==> config.mk <==
export PLATFORM = sky130hd
export DESIGN_NAME = rtu_link_ctrl
export DESIGN_NICKNAME = d
export VERILOG_FILES = /design/src/rtl/rtu_link_pkg.sv /design/src/rtl/rtu_gap_timer.sv /design/src/rtl/rtu_link_ctrl.sv
export SDC_FILE = /design/constraint.sdc
export NUM_CORES = 1
export LEC_CHECK = 0
export BUFFER_PORTS_ARGS = -buffer_cell sky130_fd_sc_hd__buf_2
export CELL_PAD_IN_SITES_DETAIL_PLACEMENT = 0
export CELL_PAD_IN_SITES_GLOBAL_PLACEMENT = 1
export CORE_MARGIN = 4
export CORE_UTILIZATION = 40
export CTS_CLUSTER_DIAMETER = 50
export DETAILED_ROUTE_END_ITERATION = 8
export PLACE_DENSITY = 0.8
export SETUP_SLACK_MARGIN = 0.5
export SLEW_MARGIN = 10
export SYNTH_ARGS = -nofsm -noshare
export SYNTH_HDL_FRONTEND = slang
export SYNTH_SLANG_ARGS = --single-unit
==> constraint.sdc <==
create_clock -name clk -period 2.7 [get_ports clk]
set_input_delay 0.27 -clock clk [delete_from_list [all_inputs] [get_ports clk]]
set_output_delay 0.27 -clock clk [all_outputs]
set_load 0.02 [all_outputs]
==> src/rtl/rtu_link_pkg.sv <==
// Shared types and default timing for the Modbus RTU half-duplex link sequencer.
package rtu_link_pkg;

  localparam int unsigned BYTE_W          = 8;
  localparam int unsigned CNT_W           = 16;
  localparam int unsigned CHAR_CYCLES     = 16;
  localparam int unsigned T15_CYCLES      = 24;
  localparam int unsigned T35_CYCLES      = 56;
  localparam int unsigned DE_SETUP_CYCLES = 2;
  localparam int unsigned DE_HOLD_CYCLES  = 4;

  typedef enum logic [2:0] {
    SILENCE,
    IDLE,
    DE_SETUP,
    LOAD,
    SEND,
    DE_HOLD
  } link_state_e;

endpackage

==> src/rtl/rtu_gap_timer.sv <==
// Shared gap/slot counter: saturates at T35, clears on demand, flags gaps and slot terminal count.
module rtu_gap_timer
  import rtu_link_pkg::*;
#(
  parameter int unsigned CW  = CNT_W,
  parameter int unsigned T15 = T15_CYCLES,
  parameter int unsigned T35 = T35_CYCLES
) (
  input  logic          clk,
  input  logic          reset,
  input  logic          clr,
  input  logic          en,
  input  logic [CW-1:0] limit,
  output logic          gt_t15_c,
  output logic          tc_c
);

  logic [CW-1:0] cnt_q, cnt_d;

  always_comb begin
    cnt_d = cnt_q;
    if (clr) begin
      cnt_d = '0;
    end else if (en && (cnt_q < CW'(T35))) begin
      cnt_d = cnt_q + CW'(1);
    end
  end

  always_ff @(posedge clk) begin
    if (reset) cnt_q <= '0;
    else       cnt_q <= cnt_d;
  end

  assign gt_t15_c = (cnt_q > CW'(T15));
  // Terminal count fires on the last cycle of a slot of 'limit' cycles.
  assign tc_c     = (cnt_q == (limit - CW'(1)));

endmodule

==> src/rtl/rtu_link_ctrl.sv <==
// Half-duplex RS-485 sequencer: arbitrates TX frames against RX traffic with RTU timing.
module rtu_link_ctrl
  import rtu_link_pkg::*;
#(
  parameter int unsigned P_CHAR_CYCLES     = CHAR_CYCLES,
  parameter int unsigned P_T15_CYCLES      = T15_CYCLES,
  parameter int unsigned P_T35_CYCLES      = T35_CYCLES,
  parameter int unsigned P_DE_SETUP_CYCLES = DE_SETUP_CYCLES,
  parameter int unsigned P_DE_HOLD_CYCLES  = DE_HOLD_CYCLES,
  parameter int unsigned P_CNT_W           = CNT_W
) (
  input  logic              clk,
  input  logic              reset,
  input  logic              tx_valid,
  input  logic [BYTE_W-1:0] tx_data,
  input  logic              tx_last,
  output logic              tx_ready,
  output logic              tx_underrun,
  output logic              rx_byte_valid,
  output logic [BYTE_W-1:0] rx_byte,
  output logic              rx_char_err,
  output logic              rx_frame_end,
  output logic              busy,
  output logic              xcvr_tx_enable,
  output logic [BYTE_W-1:0] xcvr_tx_data,
  output logic              xcvr_rx_enable,
  input  logic              xcvr_rx_valid,
  input  logic [BYTE_W-1:0] xcvr_rx_data
);

  link_state_e       state_q, state_d;
  logic              rx_seen_q, rx_seen_d;
  logic [BYTE_W-1:0] tx_byte_q, tx_byte_d;
  logic              tx_last_q, tx_last_d;
  logic              tx_ready_q, tx_ready_d;
  logic              tx_underrun_q, tx_underrun_d;
  logic              rx_byte_valid_q, rx_byte_valid_d;
  logic [BYTE_W-1:0] rx_byte_q, rx_byte_d;
  logic              rx_char_err_q, rx_char_err_d;
  logic              rx_frame_end_q, rx_frame_end_d;
  logic              busy_q, busy_d;
  logic              xcvr_tx_enable_q, xcvr_tx_enable_d;
  logic [BYTE_W-1:0] xcvr_tx_data_q, xcvr_tx_data_d;
  logic              xcvr_rx_enable_q, xcvr_rx_enable_d;

  logic               cnt_clr;
  logic [P_CNT_W-1:0] slot_limit;
  logic               gt_t15_c, tc_c;
  logic               rx_acc, tx_hs;

  assign rx_acc = xcvr_rx_valid && xcvr_rx_enable_q;
  assign tx_hs  = tx_valid && tx_ready_q;

  rtu_gap_timer #(
    .CW  (P_CNT_W),
    .T15 (P_T15_CYCLES),
    .T35 (P_T35_CYCLES)
  ) u_gap_timer (
    .clk      (clk),
    .reset    (reset),
    .clr      (cnt_clr),
    .en       (1'b1),
    .limit    (slot_limit),
    .gt_t15_c (gt_t15_c),
    .tc_c     (tc_c)
  );

  // Slot length of the current state for the terminal-count compare.
  always_comb begin
    slot_limit = P_CNT_W'(P_T35_CYCLES);
    case (state_q)
      DE_SETUP: slot_limit = P_CNT_W'(P_DE_SETUP_CYCLES);
      LOAD:     slot_limit = P_CNT_W'(P_T15_CYCLES);
      SEND:     slot_limit = P_CNT_W'(P_CHAR_CYCLES);
      DE_HOLD:  slot_limit = P_CNT_W'(P_DE_HOLD_CYCLES);
      default:  slot_limit = P_CNT_W'(P_T35_CYCLES);
    endcase
  end

  always_comb begin
    state_d        = state_q;
    rx_seen_d      = rx_seen_q;
    tx_byte_d      = tx_byte_q;
    tx_last_d      = tx_last_q;
    cnt_clr        = 1'b0;
    tx_underrun_d  = 1'b0;
    rx_frame_end_d = 1'b0;

    case (state_q)
      SILENCE: begin
        if (rx_acc) begin
          cnt_clr   = 1'b1;
          rx_seen_d = 1'b1;
        end else if (tc_c) begin
          state_d        = IDLE;
          cnt_clr        = 1'b1;
          rx_frame_end_d = rx_seen_q;
          rx_seen_d      = 1'b0;
        end
      end
      IDLE: begin
        // Remote traffic wins over a simultaneous local request.
        if (rx_acc) begin
          state_d   = SILENCE;
          cnt_clr   = 1'b1;
          rx_seen_d = 1'b1;
        end else if (tx_valid) begin
          state_d = DE_SETUP;
          cnt_clr = 1'b1;
        end
      end
      DE_SETUP: begin
        if (tc_c) begin
          state_d = LOAD;
          cnt_clr = 1'b1;
        end
      end
      LOAD: begin
        if (tx_hs) begin
          state_d   = SEND;
          cnt_clr   = 1'b1;
          tx_byte_d = tx_data;
          tx_last_d = tx_last;
        end else if (tc_c) begin
          state_d       = DE_HOLD;
          cnt_clr       = 1'b1;
          tx_underrun_d = 1'b1;
        end
      end
      SEND: begin
        if (tc_c) begin
          state_d = tx_last_q ? DE_HOLD : LOAD;
          cnt_clr = 1'b1;
        end
      end
      DE_HOLD: begin
        if (tc_c) begin
          state_d   = SILENCE;
          cnt_clr   = 1'b1;
          rx_seen_d = 1'b0;
        end
      end
      default: begin
        state_d = SILENCE;
        cnt_clr = 1'b1;
      end
    endcase

    // Bus controls are decoded from the next state so they track state_q exactly.
    tx_ready_d       = (state_d == LOAD);
    busy_d           = (state_d != IDLE);
    xcvr_tx_enable_d = (state_d == SEND);
    xcvr_tx_data_d   = (state_d == SEND) ? tx_byte_d : '0;
    xcvr_rx_enable_d = (state_d == SILENCE) || (state_d == IDLE);
  end

  always_comb begin
    rx_byte_valid_d = rx_acc;
    rx_byte_d       = rx_acc ? xcvr_rx_data : rx_byte_q;
    rx_char_err_d   = rx_acc && (state_q == SILENCE) && rx_seen_q && gt_t15_c;
  end

  always_ff @(posedge clk) begin
    if (reset) begin
      state_q          <= SILENCE;
      rx_seen_q        <= 1'b0;
      tx_byte_q        <= '0;
      tx_last_q        <= 1'b0;
      tx_ready_q       <= 1'b0;
      tx_underrun_q    <= 1'b0;
      rx_byte_valid_q  <= 1'b0;
      rx_byte_q        <= '0;
      rx_char_err_q    <= 1'b0;
      rx_frame_end_q   <= 1'b0;
      busy_q           <= 1'b1;
      xcvr_tx_enable_q <= 1'b0;
      xcvr_tx_data_q   <= '0;
      xcvr_rx_enable_q <= 1'b1;
    end else begin
      state_q          <= state_d;
      rx_seen_q        <= rx_seen_d;
      tx_byte_q        <= tx_byte_d;
      tx_last_q        <= tx_last_d;
      tx_ready_q       <= tx_ready_d;
      tx_underrun_q    <= tx_underrun_d;
      rx_byte_valid_q  <= rx_byte_valid_d;
      rx_byte_q        <= rx_byte_d;
      rx_char_err_q    <= rx_char_err_d;
      rx_frame_end_q   <= rx_frame_end_d;
      busy_q           <= busy_d;
      xcvr_tx_enable_q <= xcvr_tx_enable_d;
      xcvr_tx_data_q   <= xcvr_tx_data_d;
      xcvr_rx_enable_q <= xcvr_rx_enable_d;
    end
  end

  assign tx_ready       = tx_ready_q;
  assign tx_underrun    = tx_underrun_q;
  assign rx_byte_valid  = rx_byte_valid_q;
  assign rx_byte        = rx_byte_q;
  assign rx_char_err    = rx_char_err_q;
  assign rx_frame_end   = rx_frame_end_q;
  assign busy           = busy_q;
  assign xcvr_tx_enable = xcvr_tx_enable_q;
  assign xcvr_tx_data   = xcvr_tx_data_q;
  assign xcvr_rx_enable = xcvr_rx_enable_q;

endmodule

# --- Yosys cells after proc, flatten, opt, wreduce, memory -nomap -nowiden ---
# Cells that the tools add are included.
word_totals:
  register_bits: 53
  input_bits: 21
  output_inout_bits: 24
  elab_cells: 74
op_classes:
  add_sub_neg: 2
  n_lt_le_gt_ge: 2
  eq_ne: 11
  muxes: 24
  n_bitwise: 4
  n_reduce_logical: 16
op_table:
  columns: ["op", "count"]
  rows:
  - ["$mux 3", 10]
  - ["$pmux 6 s4", 1]
  - ["$pmux 3 s6", 1]
  - ["$add 16x1->16 const B", 1]
  - ["$eq 16x16->1", 1]
  - ["$gt 16x5->1 const B", 1]
  - ["$lt 16x6->1 const B", 1]
  - ["$mux 8", 2]
  - ["$eq 3x2->1 const B", 3]
  - ["$eq 3x3->1 const B", 3]
  - ["$mux 1", 8]
  - ["$sub 6x1->7 const B", 1]
  - ["$eq 3x1->1 const B", 2]
  - ["$logic_not 3->1", 2]
  - ["$reduce_or 3->1", 2]
  - ["$logic_and 1x1->1", 5]
  - ["$not 1->1", 4]
  - ["$pmux 1 s4", 1]
  - ["$reduce_and 2->1", 2]
  - ["$reduce_or 2->1", 2]
  - ["$reduce_or 4->1", 1]
  - ["$ne 3x1->1 const B", 1]
  - ["$pmux 1 s3", 1]
  - ["$reduce_bool 3->1", 1]
  - ["other kinds (2)", 2]

# --- Depth between registers and ports, before layout ---
logic_depth:
  word_depth: 10
  mapped_depth: 8
  ltp_nobuf: 6

# --- Hierarchy ---
# A second synthesis with hierarchy kept.
unflattened:
  cells_unflattened: 300
  hier_area_um2: 2596.2
by_module_without_submodules:
  columns: ["module", "instances", "cells_each", "area_per_inst_um2", "seq_area_each_um2"]
  rows:
  - ["rtu_link_ctrl", 1, 166, 1478.9, 740.7]
  - ["rtu_gap_timer", 1, 134, 1117.3, 320.3]

# --- Worst setup path after synthesis ---
# OpenSTA, ideal clock, no wires.
synth_path:
  kind: "reg2reg"
  from: "register state_q[2]"
  to: "register u_gap_timer.cnt_q[11]"
  setup_ns: 0.115
  arrival_time_ns: 2.010
  required_ns: 2.585
  path_slack_ns: 0.575
  stages_incl_launch_ff: 9
  path_buffers: 2
  synth_period_minus_slack_ns: 2.125
  cell_sequence: "dfxtp_1 -> buf_6 -> or4b_4 -> a21oi_2 -> o311ai_2 -> o311ai_1 -> o31ai_2 -> buf_2 -> and2_1"
synth_between:
  elab_chain_cells: 8
  word_cells_on_any_way: 15
  classes_between: "add/sub: 1; eq/ne: 6; mux: 5; reduce/logical: 3"
synth_rtl:
  columns: ["element", "line_no", "rtl"]
  rows:
  - ["from (decl)", "rtu_link_ctrl.sv:31", "link_state_e state_q, state_d;"]
  - ["from (signal assigned)", "rtu_link_ctrl.sv:180", "state_q <= state_d;"]
  - ["$eq 3x3->1 or $eq 3x2->1 (tied branches)", "rtu_link_ctrl.sv:71, rtu_link_ctrl.sv:89", null]
  - ["$pmux 6 s4", "rtu_link_ctrl.sv:71", "case (state_q)"]
  - ["$sub 6x1->7", "rtu_gap_timer.sv:36", "assign tc_c = (cnt_q == (limit - CW'(1)));"]
  - ["$eq 16x16->1", "rtu_gap_timer.sv:36", null]
  - ["$mux 1", null, null]
  - ["$mux 1, on equally long branches", "rtu_link_ctrl.sv:119, rtu_link_ctrl.sv:91", null]
  - ["$pmux 1 s4 *", "rtu_link_ctrl.sv:89", "case (state_q)"]
  - ["$reduce_or 2->1 (no line) *", null, null]
  - ["to (signal assigned)", "rtu_gap_timer.sv:31", "else cnt_q <= cnt_d;"]
  - ["to (decl)", "rtu_gap_timer.sv:18", "logic [CW-1:0] cnt_q, cnt_d;"]
# Mark *: on every way between the ends. The rest lies on a longest branch, timed or not.
# A chain may end at the register's enable or synchronous reset.

# --- Worst setup path in the final report ---
layout_path:
  from: "register state_q[2]"
  to: "register xcvr_tx_data_q[0] (netlist: xcvr_tx_data[0])"
layout_between:
  elab_chain_cells: 10
  word_cells_on_any_way: 23
  classes_between: "add/sub: 1; eq/ne: 7; mux: 12; bitwise: 1; reduce/logical: 2"
layout_rtl:
  columns: ["element", "line_no", "rtl"]
  rows:
  - ["$eq 3x3->1 or $eq 3x2->1 (tied branches)", "rtu_link_ctrl.sv:71, rtu_link_ctrl.sv:89", null]
  - ["$pmux 6 s4", "rtu_link_ctrl.sv:71", null]
  - ["$sub 6x1->7", "rtu_gap_timer.sv:36", null]
  - ["$eq 16x16->1", "rtu_gap_timer.sv:36", null]
  - ["$mux 3, on equally long branches", "rtu_link_ctrl.sv:124, rtu_link_ctrl.sv:94", null]
  - ["$mux 3, on equally long branches", "rtu_link_ctrl.sv:119, rtu_link_ctrl.sv:91", null]
  - ["$pmux 3 s6", "rtu_link_ctrl.sv:89", null]
  - ["$eq 3x3->1", "rtu_link_ctrl.sv:153", "xcvr_tx_data_d = (state_d == SEND) ? tx_byte_d : '0;"]
  - ["$not 1->1 (no line)", null, null]
  - ["$reduce_or 2->1 (no line)", null, null]
  - ["to (signal assigned)", "rtu_link_ctrl.sv:192", "xcvr_tx_data_q <= xcvr_tx_data_d;"]
  - ["to (decl)", "rtu_link_ctrl.sv:43", "logic [BYTE_W-1:0] xcvr_tx_data_q, xcvr_tx_data_d;"]
# Several ways; a longest one is shown, not always the timed one.

==> impl_metrics.py <==
metrics = {
    "global_routing": {
        "first_global_vias": 1671,
        "grt_pass1_wl_mm": 7.831,
        "gr-usage-all-layers_pct": 15.39,
        "grt_start_max_net_pins": 24,
        "overflow": 0,
        "antenna_found_initial": 0,
    },
    "drt": {
        "top_layer_used": "met4",
        "drc": 0,
        "dr_wl_met2_mm": 2.397,
        "num_vias": 1891,
        "dr.first_iter.drc_count": 182,
        "wl_met1_mm": 2.216,
        "dr_wl_met3_microns": 336,
        "wirelength_mm": 5.054,
        "dr.pass1.iters": 4,
        "viasPerCell": 5.282,
        "wire_per_inst_microns": 14.12,
        "ant_nets": 0,
    },
    "final_layout": {
        "nNetsFinal": 309,
        "fillCellCount": 484,
        "multi_input_area_sq_um": 1132,
        "diodes": 0,
        "drive_above_1_share_pct": 31.94,
        "final_area_sq_um": 2745,
        "register_area_sq_um": 1071,
        "area_delta_synth_final_pct": 27.71,
    },
    "yosys": {
        "synthFlopType": "dfxtp_1",
        "synthArstFlopShare_pct": 0,
        "synth-adder-area-share_pct": 0.5821,
        "synth_compound_area_share_pct": 13.45,
        "synth_edf_count": 0,
        "synth_area_sq_um": 2150,
        "syn_nets": 254,
        "yosysWarnings": 0,
        "yosysUniqueCellTypes": 51,
        "synth-simple-area-share_pct": 25.90,
        "netlist_top_cells_area": "dfxtp_1 49%, mux2i_1 5.6%, and2_1 5.2%, nand2_1 4.5%, nor2_1 3.5%",
        "ys_seq_area_share_pct": 49.36,
        "synth_top_family_by_area": "simple AND/OR/NAND/NOR gates",
        "synthesis.instances": 232,
        "synth_area_per_cell_sq_um": 9.265,
        "yosys.area.top_type": "dfxtp_1",
        "synthXorXnorAreaFrac_pct": 2.037,
        "synth_common_cells": "53 x dfxtp_1, 26 x nand2_1, 20 x nor2_1",
        "yosysTopAreaCellShare_pct": 49.36,
        "synth-seq-cells": 53,
        "yosysMostFrequentCell": "dfxtp_1",
        "synthMuxAreaShare_pct": 5.588,
    },
    "critical_path": {
        "timing.rr.start": "state_q[2]$_SDFF_PP0_",
        "crit_path_start": "state_q[2]$_SDFF_PP0_",
        "worstPathRequired_ns": 2.96,
        "cp.arrival_ns": 2.49,
        "end_kind": "register",
        "critPathMaxFanout": 8,
        "crit_path_start_kind": "register",
        "critPathKind": "reg2reg",
    },
    "placement": {
        "place.gp.congestion": 0.9062,
        "port_buffers": 44,
        "place_area_sq_um": 2459,
        "hpwl_mm": 3.385,
    },
    "power": {
        "power_density_nw_per_um2": 476.5,
        "vdd_drop_max_uv": 260.2,
        "power.leakage_uw": 0.001156,
        "total_power_uw": 1308,
    },
    "sta": {
        "worst_hold_slack_ns": 0.1896,
        "slew_headroom_pct": 66.89,
        "finalSetupViolations": 0,
        "min_period_ns": 2.230,
        "worstMarginPinSlew_ns": 0.4954,
        "finalHoldViolCount": 0,
        "fin_crit_sh_pct": 82.61,
        "fmax_mhz": 448.3,
        "slew_violations": 0,
        "fin_worst_skew_ns": 0.01320,
        "rsz0062_at_grt": "true",
        "tns_ns": 0,
    },
    "hold_path": {
        "min_path_type": "in2reg",
        "hold_start": "xcvr_rx_data[2]",
    },
    "clock_tree": {
        "path_clk_slew_ns": 0.10,
        "worstSkewPairLatency_ns": 0.31,
        "numCtsBuffers": 5,
        "cts_root_buffer": "clkbuf_8",
        "cts_tree": "done",
        "clkSinkCount": 53,
        "holdBufCountCts": 0,
        "clk_path_buf_depth": 2,
        "htree_levels": 2,
    },
    "die": {
        "die_y_microns": 81.31,
        "dieArea_sq_um": 6611,
        "die_w_microns": 81.31,
        "io_pins": 45,
        "num_rows": 26,
        "initial_core_util_pct": 41.56,
        "core_area_sq_um": 5172,
    },
    "flow_run": {
        "cap_viol_max_count": 0,
    },
    "status": {
        "run_status": "complete, no violations",
    },
}
[logic make-up after synthesis]
logic type | count (synthesis)
buf+inv | 15
simple gates | 106
xor+xnor | 5
fa+ha+maj | 1
compound gates | 40
flops | 53
mux | 12
[path summary, 6_finish.rpt]
kind,end,slack [ns],cells after the start
setup reg to reg,xcvr_tx_data[0]$_SDFF_PP0_,0.47,6
hold reg to reg,rx_byte[7]$_SDFFE_PP0P_,0.45,2
hold / removal,rx_byte[2]$_SDFFE_PP0P_,0.19,3
setup / recovery,xcvr_tx_data[0]$_SDFF_PP0_,0.47,6
[layer usage]
| metal | global-route usage, % | vias to the layer above |
|---|---|---|
| met5 | 0 | - |
| met4 | 6.926 | 0 |
| met3 | 4.213 | 10 |
| met2 | 23.94 | 64 |
| met1 | 19.79 | 896 |
| li1 | - | 921 |
[area by class of cell]
| cell class | instances | area share [%] |
|---|---|---|
| Tap cell | 70 | 3.191 |
| Inverter | 2 | 0.2735 |
| Timing Repair Buffer | 61 | 12.94 |
| Sequential cell | 53 | 39.02 |
| Multi-Input combinational cell | 164 | 41.25 |
| Clock buffer | 5 | 2.507 |
| Clock inverter | 3 | 0.8204 |
[per-stage QoR]
step,instances,worst slack (ns),utilization [%]
CTS,349,0.4793,49.85
global placement,341,0.4093,47.53
global route,358,0.4227,53.07
detailed placement,341,0.3283,47.53
floorplan,232,0.5753,-
finish,358,0.4695,53.07
[worst max-delay path, stage by stage (launching register included)]
cell	delay, ns
dfxtp_4	0.37
or4b_4	0.55
a21oi_4	0.17
o311ai_4	0.15
o41a_1	0.46
a21boi_4	0.27
and3_4	0.21
[sequential cells by signal, indices dropped and copies added (netlist names), 3 cells and up]
name               flops
state_q                3
rx_byte                8
u_gap_timer.cnt_q     16
tx_byte_q              8
xcvr_tx_data           8
[cell usage in the layout (no fill, tap or decap), types with 2 or more instances in the layout]
cell type	n
nor4_2	2
buf_6	2
or2_1	2
inv_1	2
nand2_1	26
a21oi_1	12
nand2b_1	2
and2_1	17
nand3b_1	2
xnor2_1	2
nor2_1	19
and3_1	6
o311ai_4	2
nand3_1	7
xor2_1	3
o21ai_0	3
nor2b_1	4
or3_1	2
nor2_2	2
clkinv_4	2
buf_4	15
clkbuf_8	5
dfxtp_2	2
and3_4	2
nor3_1	3
dfxtp_1	49
buf_2	44
mux2i_1	12
a31oi_1	5
dfxtp_4	2
o31ai_1	2
[where the power goes]
part	leakage (uW)	total (uW)	switching [uW]	internal [uW]
clock	0.0000481	441	257	184
combinational	0.000676	71.3	41.9	29.5
sequential	0.000432	796	6.57	789
total	0.00116	1310	305	1000
[repair_timing]
action                     in CTS  in global routing
pin swaps                       2                  9
gates resized for setup         6                 20
setup buffers                   0                  9
setup endpoints to repair      26                 31
cloned                          0                  0
No activity file was read; power rests on OpenSTA's default activity.
